**config.mk**
```make
export PLATFORM = sky130hd
export DESIGN_NAME = multicycle_control
export DESIGN_NICKNAME = d
export VERILOG_FILES = /design/src/rtl/multicycle_control.sv
export SDC_FILE = /design/constraint.sdc
export NUM_CORES = 1
export LEC_CHECK = 0
export CAP_MARGIN = 10
export CORE_MARGIN = 8
export CORE_UTILIZATION = 52
export CTS_BUF_LIST = sky130_fd_sc_hd__clkbuf_8
export CTS_CLUSTER_DIAMETER = 200
export DETAILED_ROUTE_END_ITERATION = 10
export PLACE_DENSITY = 0.92
export SYNTH_ARGS = -nofsm -noshare
export SYNTH_HDL_FRONTEND = slang
export SYNTH_SLANG_ARGS = --single-unit
```
**constraint.sdc**
```tcl
create_clock -name clock -period 4.8 [get_ports clock]
set_clock_uncertainty 0.15 [all_clocks]
set_input_delay 0.48 -clock clock [delete_from_list [all_inputs] [get_ports clock]]
set_output_delay 0.48 -clock clock [all_outputs]
set_load 0.02 [all_outputs]
```
**src/rtl/multicycle_control.sv**
```systemverilog
// LEGv8 multi-cycle sequencer: FETCH/DECODE/EXECUTE/MEMORY/WRITEBACK with a retired-instruction counter.
// Controls are combinational from state/opcode; define MEM_WAIT_EN to stall FETCH and MEMORY until mem_ready.
module multicycle_control #(
   parameter int COUNT_WIDTH = 32
) (
   input  logic                   clock,
   input  logic                   reset,
   input  logic [10:0]            instruction_part,
   input  logic                   zero_alu,
   input  logic                   mem_ready,
   output logic                   pc_write,
   output logic                   ir_write,
   output logic                   i_or_d,
   output logic                   mem_read,
   output logic                   mem_write,
   output logic                   reg_write,
   output logic                   mem_to_reg,
   output logic                   reg_to_loc,
   output logic                   alu_src_a,
   output logic [1:0]             alu_src_b,
   output logic [1:0]             alu_op,
   output logic                   pc_source,
   output logic                   illegal,
   output logic [2:0]             current_state,
   output logic [COUNT_WIDTH-1:0] instr_retired
);

   typedef enum logic [2:0] {
      S_FETCH     = 3'd0,
      S_DECODE    = 3'd1,
      S_EXECUTE   = 3'd2,
      S_MEMORY    = 3'd3,
      S_WRITEBACK = 3'd4
   } state_t;

   typedef enum logic [2:0] {
      C_ILL, C_RTYPE, C_LDUR, C_STUR, C_CBZ
   } cls_t;

   state_t                 state_q, state_d;
   logic [COUNT_WIDTH-1:0] count_q;
   cls_t                   cls;
   logic                   mem_done;
   logic                   retire;
   logic                   pc_write_raw, ir_write_raw, mem_read_raw;
   logic                   mem_write_raw, reg_write_raw, illegal_raw;

`ifdef MEM_WAIT_EN
   assign mem_done = mem_ready;
`else
   logic unused_mem_ready;
   assign unused_mem_ready = mem_ready;
   assign mem_done         = 1'b1;
`endif

   always_comb begin
      cls = C_ILL;
      casez (instruction_part)
         11'b10001011000,
         11'b11001011000,
         11'b10001010000,
         11'b10101010000: cls = C_RTYPE;
         11'b11111000010: cls = C_LDUR;
         11'b11111000000: cls = C_STUR;
         11'b10110100???: cls = C_CBZ;
         default:         cls = C_ILL;
      endcase
   end

   always_comb begin
      state_d       = state_q;
      retire        = 1'b0;
      pc_write_raw  = 1'b0;
      ir_write_raw  = 1'b0;
      mem_read_raw  = 1'b0;
      mem_write_raw = 1'b0;
      reg_write_raw = 1'b0;
      illegal_raw   = 1'b0;
      i_or_d        = 1'b0;
      mem_to_reg    = 1'b0;
      reg_to_loc    = 1'b0;
      alu_src_a     = 1'b0;
      alu_src_b     = 2'b00;
      alu_op        = 2'b00;
      pc_source     = 1'b0;
      case (state_q)
         S_FETCH: begin
            mem_read_raw = 1'b1;
            alu_src_b    = 2'b01;
            if (mem_done) begin
               ir_write_raw = 1'b1;
               pc_write_raw = 1'b1;
               state_d      = S_DECODE;
            end
         end
         S_DECODE: begin
            // Branch target is formed here so EXECUTE can load it for CBZ.
            alu_src_b = 2'b11;
            if (cls == C_ILL) begin
               illegal_raw = 1'b1;
               state_d     = S_FETCH;
            end else begin
               state_d = S_EXECUTE;
            end
         end
         S_EXECUTE: begin
            case (cls)
               C_RTYPE: begin
                  alu_src_a = 1'b1;
                  alu_op    = 2'b10;
                  state_d   = S_WRITEBACK;
               end
               C_LDUR, C_STUR: begin
                  alu_src_a = 1'b1;
                  alu_src_b = 2'b10;
                  state_d   = S_MEMORY;
               end
               C_CBZ: begin
                  reg_to_loc   = 1'b1;
                  alu_op       = 2'b01;
                  pc_source    = 1'b1;
                  pc_write_raw = zero_alu;
                  retire       = 1'b1;
                  state_d      = S_FETCH;
               end
               default: state_d = S_FETCH;
            endcase
         end
         S_MEMORY: begin
            i_or_d = 1'b1;
            case (cls)
               C_LDUR: begin
                  mem_read_raw = 1'b1;
                  if (mem_done) state_d = S_WRITEBACK;
               end
               C_STUR: begin
                  reg_to_loc    = 1'b1;
                  mem_write_raw = 1'b1;
                  if (mem_done) begin
                     retire  = 1'b1;
                     state_d = S_FETCH;
                  end
               end
               default: state_d = S_FETCH;
            endcase
         end
         S_WRITEBACK: begin
            reg_write_raw = 1'b1;
            mem_to_reg    = (cls == C_LDUR);
            retire        = 1'b1;
            state_d       = S_FETCH;
         end
         default: state_d = S_FETCH;
      endcase
   end

   // Side-effecting strobes are held off while reset is low.
   assign pc_write      = pc_write_raw  & reset;
   assign ir_write      = ir_write_raw  & reset;
   assign mem_read      = mem_read_raw  & reset;
   assign mem_write     = mem_write_raw & reset;
   assign reg_write     = reg_write_raw & reset;
   assign illegal       = illegal_raw   & reset;
   assign current_state = state_q;
   assign instr_retired = count_q;

   always_ff @(posedge clock) begin
      if (!reset) begin
         state_q <= S_FETCH;
         count_q <= '0;
      end else begin
         state_q <= state_d;
         if (retire) count_q <= count_q + {{(COUNT_WIDTH-1){1'b0}}, 1'b1};
      end
   end

endmodule

```
# Word level (Yosys, flattened, before mapping)
# Cells that the tools add are included.
dict set report word_totals {
  regBits 35
  in_bits 15
  out_inout_bits 50
}
dict set report op_classes {
  add_sub_neg 1
  n_eq_ne 15
  muxes 27
  bitwise 6
  n_reduce_logical 5
}
# cell count
set op_table {}
lappend op_table {{$eq 11x11->1 const B} 6}
lappend op_table {{$add 32x1->32 const B} 1}
lappend op_table {{$pmux 3 s4} 2}
lappend op_table {{$mux 1} 14}
lappend op_table {{$eq 3x2->1 const B} 4}
lappend op_table {{$eq 8x8->1 const B} 1}
lappend op_table {{$and 1x1->1} 6}
lappend op_table {{$eq 3x1->1 const B} 2}
lappend op_table {{$eq 3x3->1 const B} 2}
lappend op_table {{$logic_not 3->1} 2}
lappend op_table {{$mux 2} 3}
lappend op_table {{$pmux 1 s2} 3}
lappend op_table {{$pmux 2 s3} 1}
lappend op_table {{$pmux 3 s2} 1}
lappend op_table {{$pmux 2 s2} 1}
lappend op_table {{$reduce_or 4->1} 1}
lappend op_table {{$mux 3} 1}
lappend op_table {{$pmux 1 s3} 1}
lappend op_table {{$reduce_or 3->1} 1}
lappend op_table {{$reduce_or 2->1} 1}

# Longest topological paths before layout
# Gate-level depths: netlist of run 1.
dict set report depth {
  depth_word 7
  depth_mapped 7
  mapped_depth_nobuf 6
}

# Worst setup path after synthesis of run 1
# No wires, ideal clock.
dict set report synth_timing {
  kind {input -> output}
  startpoint {in reset}
  endpoint {out mem_write}
  arrival_ns 1.856
  required_ns 4.170
  slack_ns 2.314
  stages 4
  path_buffers 2
  path_cell_list {clkbuf_1 clkbuf_1 inv_1 nor4_1}
}
dict set report synth_between {
  elab_chain_cells 1
}
# element line_no
set synth_lines {}
lappend synth_lines {{from (decl)} 7} ;# input logic reset,
lappend synth_lines {{$and 1x1->1} 161} ;# assign mem_write = mem_write_raw & reset;
lappend synth_lines {{to (decl)} 15} ;# output logic mem_write,
# No other way between the ends.

# Worst setup path after layout of run 1
dict set report layout_timing {
  startpoint {in instruction_part[0]}
  endpoint {out reg_to_loc}
}
dict set report layout_between {
  elab_chain_cells 6
}
# element line_no
set layout_lines {}
lappend layout_lines {{from (decl)} 8} ;# input logic [10:0] instruction_part,
lappend layout_lines {{$eq 11x11->1} 58} ;# casez (instruction_part)
lappend layout_lines {{$reduce_or 4->1} 58}
lappend layout_lines {{$pmux 3 s4 *} 58}
lappend layout_lines {{$eq 3x2->1 / $eq 3x3->1 (equally long branches)} {131, 107}}
lappend layout_lines {{$mux 1, on equally long branches} {131, 107}}
lappend layout_lines {{$pmux 1 s2 *} 86} ;# case (state_q)
lappend layout_lines {{to (decl)} 18} ;# output logic reg_to_loc,
# Every way passes the cells marked *; elsewhere a longest branch is shown, timed or not.

==> metrics.md, run 1 <==
| Metric | Value |
|---|---|
| Sequential fraction of the synthesis area | `0.323` |
| Number of cells on the worst reg-to-reg path | `5` |
| DPL Wire Length | `between 4 and 5 mm` |
| Floorplan row count | `23` |
| Instance count of the mapped netlist | `roughly 270` |
| Share of post-route cells with drive strength above 1 | `0.0574` |
| Final critical path time including I/O delays and setup | `between 3 and 4 ns` |
| ANT nets after route | `0` |
| I/O pin count | `65` |
| Final hold vios | `0` |
| Setup repair after global routing missed its margin | `no` |
| Post-synthesis cell type with the largest combined area | `sky130_fd_sc_hd__dfxtp_1` |
| Die height | `roughly 81 um` |
| Areal power density over the cells | `between 150 and 200 mW/mm^2` |
| Diodes inserted | `0` |
| Overall die area | `0.00650 sq mm` |
| Synth Register Bits | `35` |
| Period utilisation layout | `0.668` |
| Syn Std Cell Area | `around 0.0022 sq mm` |
| Deepest level of the CTS H-tree | `2` |
| Setup Crit Path Kind | `in -> out` |
| Final count of pins violating max slew | `0` |
| Vias per Instance | `approximately 5.8` |
| Data arrival time of the critical path | `2.58 ns` |
| Total power after layout | `541 uW` |
| Leakage power of the design | `between 0.9 and 1 nW` |
| Post-synthesis average cell area | `7.93 sq um` |
| Root buffer selected by CTS | `sky130_fd_sc_hd__clkbuf_8` |
| Count of endpoints failing setup in the final report | `0` |
| Clock tree from TritonCTS | `done` |
| Element type at the critical path start | `primary input` |
| First-pass GRT wire length | `about 9.5 mm` |
| # DRC | `0` |
| Top_reg_cell synth | `sky130_fd_sc_hd__dfxtp_1` |
| P&R area growth vs syn | `33.1%` |
| Length of the first detailed-routing pass in iterations | `4` |
| Path type of the worst min-delay path | `reg -> reg` |
| Register area | `~700 sq um` |
| Warning count from the yosys run | `0` |
| Count of buffers added by post-CTS timing repair for setup | `0` |
| First DRT Iteration DRCs | `~150` |
| # hold bufs at CTS | `0` |
| Global placement routability congestion | `approximately 0.8` |
| Latest clock arrival within the worst-skew pair | `roughly 0.29 ns` |
| Number of buffers between clock root and the deepest sink | `2` |
| Total of max-cap violations | `0` |
| Maximum clock rate | `a little over 300 MHz` |
| Share of async-settable or async-resettable flops after synthesis | `0` |
| Top cells by area, synth | `sky130_fd_sc_hd__dfxtp_1 32%, sky130_fd_sc_hd__mux2i_1 14%, sky130_fd_sc_hd__nand2_1 9.5%, sky130_fd_sc_hd__nand2b_1 8.1%, sky130_fd_sc_hd__a211oi_1 4.5%` |
| Capture point of the worst reg-to-reg path | `instr_retired[31]` |
| Count of cell types in the netlist | `36` |
| Largest net degree at the start of global routing | `45` |
| CTS sink cnt | `35` |
| Core region area | `~0.004 sq mm` |
| # resized after CTS | `0` |
| Cell count of the worst hold path | `2` |
| Number of fillers in the final layout | `320` |
| Total grt overflow | `0` |
| Net count after synthesis | `290` |
| Vias in the first global route | `between 1,500 and 2,000` |
| Die Span X | `between 80 and 90 um` |
| Clock slew seen by the registers of the worst setup and hold paths | `around 0.070 ns` |
| Area share of the largest cell type after synthesis | `0.323` |
| Max FO, Critical Path | `21` |
| Initial standard-cell utilization of the core | `0.543` |
| Relative slew margins | `0.320` |
| Number of synthesized flops with an enable pin | `0` |
| Final-layout setup total negative slack | `0 ns` |
| Total number of vias | `approximately 2,200` |
| Worst ir drop on vdd | `~0.00016 V` |
| NumNets Final | `about 350` |
| Worst slew pin tran | `1.02 ns` |
| Capturing element type of the critical path | `primary output` |
| Critical path destination | `reg_to_loc` |
| Initial antenna violation count | `0` |
| Area of combinational cells with multiple inputs | `between 0.001 and 0.0015 sq mm` |
| Clock buffer count from CTS | `5` |
| Average detailed-routed wire length per instance | `15.0 um` |
| Reg2Reg Launch Point | `current_state[0]` |
| Setup slack of the most critical reg-to-reg path | `about 2.5 ns` |
| First element of the critical path | `instruction_part[0]` |
| Total wire length after detailed routing | `5.73 mm` |
| Required time at the endpoint of the critical path | `4.17 ns` |
| Status | `completed` |
| Global-route usage over all layers | `0.181` |
| Number of port buffers | `63` |
==> cell usage in the layout, fill, tap and decap left out, types with 2 or more instances in the layout <==
| master | instances |
|---|---|
| sky130_fd_sc_hd__a2111oi_2 | 3 |
| sky130_fd_sc_hd__a211oi_1 | 13 |
| sky130_fd_sc_hd__a21oi_1 | 16 |
| sky130_fd_sc_hd__a31o_1 | 3 |
| sky130_fd_sc_hd__and2_1 | 3 |
| sky130_fd_sc_hd__and3_1 | 2 |
| sky130_fd_sc_hd__buf_4 | 2 |
| sky130_fd_sc_hd__clkbuf_8 | 5 |
| sky130_fd_sc_hd__clkdlybuf4s50_1 | 62 |
| sky130_fd_sc_hd__dfxtp_1 | 35 |
| sky130_fd_sc_hd__inv_1 | 6 |
| sky130_fd_sc_hd__mux2i_1 | 30 |
| sky130_fd_sc_hd__nand2_1 | 55 |
| sky130_fd_sc_hd__nand2b_1 | 28 |
| sky130_fd_sc_hd__nand3_1 | 13 |
| sky130_fd_sc_hd__nand4_1 | 7 |
| sky130_fd_sc_hd__nand4_2 | 2 |
| sky130_fd_sc_hd__nor2_1 | 13 |
| sky130_fd_sc_hd__nor2b_1 | 4 |
| sky130_fd_sc_hd__nor3_1 | 7 |
| sky130_fd_sc_hd__o21ai_1 | 4 |
| sky130_fd_sc_hd__or3_1 | 2 |
==> worst min-delay path by stage <==
| stage | from | end | slack, ns |
|---|---|---|---|
| 5_1_grt | instr_retired[31] | instr_retired[31] | 0.35 |
| 2_1_floorplan | instr_retired[31] | instr_retired[31] | 0.39 |
| 3_3_place_gp | instr_retired[31] | instr_retired[31] | 0.30 |
| 6_report | instr_retired[31] | instr_retired[31] | 0.32 |
| 4_1_cts | instr_retired[31] | instr_retired[31] | 0.33 |
| 3_5_place_dp | instr_retired[31] | instr_retired[31] | 0.32 |
==> kinds of logic (layout without fill, tap and decap cells) <==
| family | Yosys count | in the layout | synth area share |
|---|---|---|---|
| AOI/OAI and AO/OA | 44 | 44 | 0.151 |
| adders and majority gates | 1 | 1 | 0.00576 |
| buffers and inverters | 21 | 78 | 0.0397 |
| DFF | 35 | 35 | 0.323 |
| muxes | 30 | 30 | 0.138 |
| and+or+nand+nor | 143 | 143 | 0.343 |
==> cells in the mapped netlist, types with 2 or more instances <==
cell                         n
sky130_fd_sc_hd__inv_1       6
sky130_fd_sc_hd__a21oi_1    16
sky130_fd_sc_hd__and3_1      2
sky130_fd_sc_hd__and2_1      3
sky130_fd_sc_hd__mux2i_1    30
sky130_fd_sc_hd__clkbuf_1   10
sky130_fd_sc_hd__nor2_1     13
sky130_fd_sc_hd__nor2b_1     4
sky130_fd_sc_hd__nor3_1      7
sky130_fd_sc_hd__nand4_1     7
sky130_fd_sc_hd__a2111oi_2   3
sky130_fd_sc_hd__nand2_1    55
sky130_fd_sc_hd__a211oi_1   13
sky130_fd_sc_hd__o21ai_1     4
sky130_fd_sc_hd__dfxtp_1    35
sky130_fd_sc_hd__nand4_2     2
sky130_fd_sc_hd__or3_1       2
sky130_fd_sc_hd__nand2b_1   28
sky130_fd_sc_hd__buf_2       3
sky130_fd_sc_hd__a31o_1      3
sky130_fd_sc_hd__nand3_1    13
==> where the power goes <==
| group | switching, mW | internal [mW] |
|---|---|---|
| clock network | 0.105 | 0.0963 |
| logic | 0.0247 | 0.0229 |
| registers | 0.00135 | 0.291 |
| total | 0.131 | 0.410 |
==> registers in the layout, indices dropped and copies added, names as in the netlist <==
name,cells
current_state,3
instr_retired,32
==> final cells by class <==
| type | instances | share of cell area |
|---|---|---|
| clock buffer | 5 | 0.0238 |
| clock inverter | 1 | 0.00260 |
| inverter | 7 | 0.00909 |
| multi-input combinational | 218 | 0.479 |
| sequential | 35 | 0.242 |
| tap | 50 | 0.0216 |
| timing repair buffer | 65 | 0.222 |
==> per-layer routing <==
layer | global-route usage | wire (um) | part of all wire
met1 | 0.207 | 2400 | 0.42
met5 | 0 | 0 | 0
met3 | 0.0458 | 297 | 0.052
met2 | 0.314 | 2930 | 0.51
met4 | 0.0709 | 110 | 0.019
==> through the flow <==
step	std cells	util	hold WS, ns	instance area (sq um)	setup WS [ns]
floorplan	274	-	0.390	2170	2.31
global placement	375	0.704	0.305	2820	1.64
detailed placement	375	0.704	0.321	2820	1.61
CTS	381	0.723	0.330	2890	1.61
global route	381	0.723	0.353	2890	1.51
finish	381	0.723	0.323	2890	1.59
==> critical path, cell delays in order <==
cell and delay [ns]:
sky130_fd_sc_hd__clkdlybuf4s50_1 0.39, sky130_fd_sc_hd__nor3_1 0.37, sky130_fd_sc_hd__and4_1 0.27, sky130_fd_sc_hd__o211ai_1 0.10
sky130_fd_sc_hd__buf_4 0.24, sky130_fd_sc_hd__inv_2 0.11, sky130_fd_sc_hd__clkdlybuf4s50_1 0.60
(Power assumes the default switching activity.)
==> run 2, diff against run 1 <==
CORE_UTILIZATION = 44   (was 52)
PLACE_DENSITY = 0.83   (was 0.92)
clock period = 2.9 ns   (was 4.8 ns; I/O delays follow)
==> run 2 against run 1 <==
Effect of this change: sequential power grew 65%; register-to-register slack got worse by 1.9 ns; hold slack lost 0.064 ns; critical path depth is 1 lower; largest cell class unchanged.
==> metrics.md, run 2 (synthesis gave the netlist of run 1 again) <==
| Metric | Value |
|---|---|
| Number of port buffers | `63 (unchanged)` |
| First-pass GRT wire length | `9.73 mm (was 9.45 mm)` |
| Final critical path time including I/O delays and setup | `around 2.8 ns` |
| Vias per Instance | `5.43 (was 5.78)` |
| Largest net degree at the start of global routing | `47 (was 45)` |
| Number of buffers between clock root and the deepest sink | `2 (unchanged)` |
| Initial standard-cell utilization of the core | `0.457 (was 0.543)` |
| Finished Cell Area | `0.00298 sq mm (was 0.00289 sq mm)` |
| Setup repair after global routing missed its margin | `no (unchanged)` |
| Average detailed-routed wire length per instance | `14.6 um (was 15.0 um)` |
| Vias in the first global route | `2,096 (was 1,988)` |
| Period utilisation layout | `0.949` |
| Diodes inserted | `0 (unchanged)` |
| DPL Wire Length | `4.28 mm (was 4.26 mm)` |
| Floorplan row count | `25 (was 23)` |
| Data arrival time of the critical path | `2.31 ns (was 2.58 ns)` |
| Core region area | `0.00475 sq mm (was 0.00400 sq mm)` |
| Element type at the critical path start | `primary input (unchanged)` |
| Clock tree from TritonCTS | `done (unchanged)` |
| Final count of pins violating max slew | `0 (unchanged)` |
| Most frequent standard cell in the layout excluding fill and tap cells | `sky130_fd_sc_hd__clkdlybuf4s50_1 (unchanged)` |
| Total number of vias | `2,187 (was 2,204)` |
| Total power after layout | `1.03 mW (was 541 uW)` |
| Path type of the worst min-delay path | `in -> reg (was reg -> reg)` |
| Maximum clock rate | `between 300 and 400 MHz` |
| Overall die area | `0.00744 sq mm (was 0.00650 sq mm)` |
| Max reg flops | `32 (unchanged)` |
| Worst slew pin tran | `0.532 ns (was 1.02 ns)` |
| ANT nets after route | `0 (unchanged)` |
| Count of buffers added by post-CTS timing repair for setup | `0 (unchanged)` |
| Final hold vios | `0 (unchanged)` |
| Initial antenna violation count | `0 (unchanged)` |
| Status | `completed (unchanged)` |
| First DRT Iteration DRCs | `122 (was 148)` |
| Area post-placement | `0.00286 sq mm (was 0.00282 sq mm)` |
| Max FO, Critical Path | `6 (was 21)` |
| Total grt overflow | `0 (unchanged)` |
| Commonest cells after routing, fill and taps aside | `62 x sky130_fd_sc_hd__clkdlybuf4s50_1, 55 x sky130_fd_sc_hd__nand2_1, 35 x sky130_fd_sc_hd__dfxtp_1, 30 x sky130_fd_sc_hd__mux2i_1, 28 x sky130_fd_sc_hd__nand2b_1 (unchanged)` |
| Capturing element type of the critical path | `primary output (unchanged)` |
| Root buffer selected by CTS | `sky130_fd_sc_hd__clkbuf_8 (unchanged)` |
| Length of the first detailed-routing pass in iterations | `4 (unchanged)` |
| Global-route usage over all layers | `0.159 (was 0.181)` |
| Deepest level of the CTS H-tree | `2 (unchanged)` |
| Clock slew seen by the registers of the worst setup and hold paths | `0.07 ns (about the same)` |
| Total of max-cap violations | `0 (unchanged)` |
| Die height | `86.3 um (was 80.6 um)` |
| # DRC | `0 (unchanged)` |
| Worst ir drop on vdd | `0.000195 V (was 0.000158 V)` |
| Setup Crit Path Kind | `in -> out (unchanged)` |
| Relative slew margins | `0.643 (was 0.320)` |
| Latest clock arrival within the worst-skew pair | `0.29 ns (about the same)` |
| Cells after DPL | `395 (was 375)` |
| Die Span X | `86.3 um (was 80.6 um)` |
| Global placement routability congestion | `0.826 (was 0.812)` |
| Total wire length after detailed routing | `5.87 mm (was 5.73 mm)` |
| Share of post-route cells with drive strength above 1 | `0.0744 (was 0.0574)` |
| Number of fillers in the final layout | `422 (was 320)` |
| Post-route setup slack | `0.147 ns (was 1.59 ns)` |
| NumNets Final | `351 (was 348)` |
| # hold bufs at CTS | `0 (unchanged)` |
| Worst slack at placement | `0.144 ns (was 1.61 ns)` |
| CTS sink cnt | `35 (unchanged)` |
| Clock buffer count from CTS | `5 (unchanged)` |
| Count of endpoints failing setup in the final report | `0 (unchanged)` |
| P&R area growth vs syn | `37.3% (was 33.1%)` |
| Required time at the endpoint of the critical path | `2.46 ns (was 4.17 ns)` |
| I/O pin count | `65 (unchanged)` |
| Final-layout setup total negative slack | `0 ns (unchanged)` |
| Leakage power of the design | `0.972 nW (was 0.933 nW)` |
| Final Non-Filler Cells | `403 (was 381)` |
| Areal power density over the cells | `344 mW/mm^2 (was 187 mW/mm^2)` |
run 2: worst paths after layout:
check | start | slack [ns] | end | cells after the start
worst min register to register | instr_retired[31] | 0.32 | instr_retired[31] | 2
worst max register to register | instr_retired[3] | 0.66 | instr_retired[31] | 5
worst max-delay path | instruction_part[3] | 0.15 | mem_read | 6
worst min-delay path | reset | 0.26 | instr_retired[10] | 3
run 2: critical path, stage by stage:
cell                              delay, ns
sky130_fd_sc_hd__clkdlybuf4s50_1       0.44
sky130_fd_sc_hd__and4bb_2              0.38
sky130_fd_sc_hd__nand4_1               0.22
sky130_fd_sc_hd__nor2_1                0.21
sky130_fd_sc_hd__a31o_1                0.16
sky130_fd_sc_hd__clkdlybuf4s50_1       0.61
run 2: stage by stage:
step	util	hold WS [ns]
after CTS	0.626	0.256
after global routing	0.627	0.274
final	0.627	0.259
after global placement	0.601	0.307
after floorplan	-	0.281
after detailed placement	0.601	0.316
run 2: per-layer routing:
metal / wire length [um] / GRT usage / vias up
met5: 0 / 0 / -
met4: 77 / 0.0501 / 0
met3: 286 / 0.0369 / 8
met2: 2820 / 0.279 / 47
met1: 2680 / 0.186 / 1037
li1: - / - / 1095
run 2: power by group:
group,internal [mW],switching (mW)
Clock,0.278,0.183
Sequential,0.481,0.00208
Combinational,0.0390,0.0427
run 2: area by class of cell:
cell class | instances | area [sq um] | share of cell area
tap | 67 | 83.8 | 0.0281
multi-input combinational | 218 | 1390 | 0.466
clock inverter | 2 | 35.0 | 0.0117
clock buffer | 6 | 82.6 | 0.0277
timing repair buffer | 68 | 663 | 0.222
sequential | 35 | 701 | 0.235
inverter | 7 | 26.3 | 0.00881
run 2: timing repair:
item / CTS / global route
endpoints found under the hold margin: 0 / 0
endpoints found under the setup margin: 0 / 1
gates resized for setup: 0 / 1
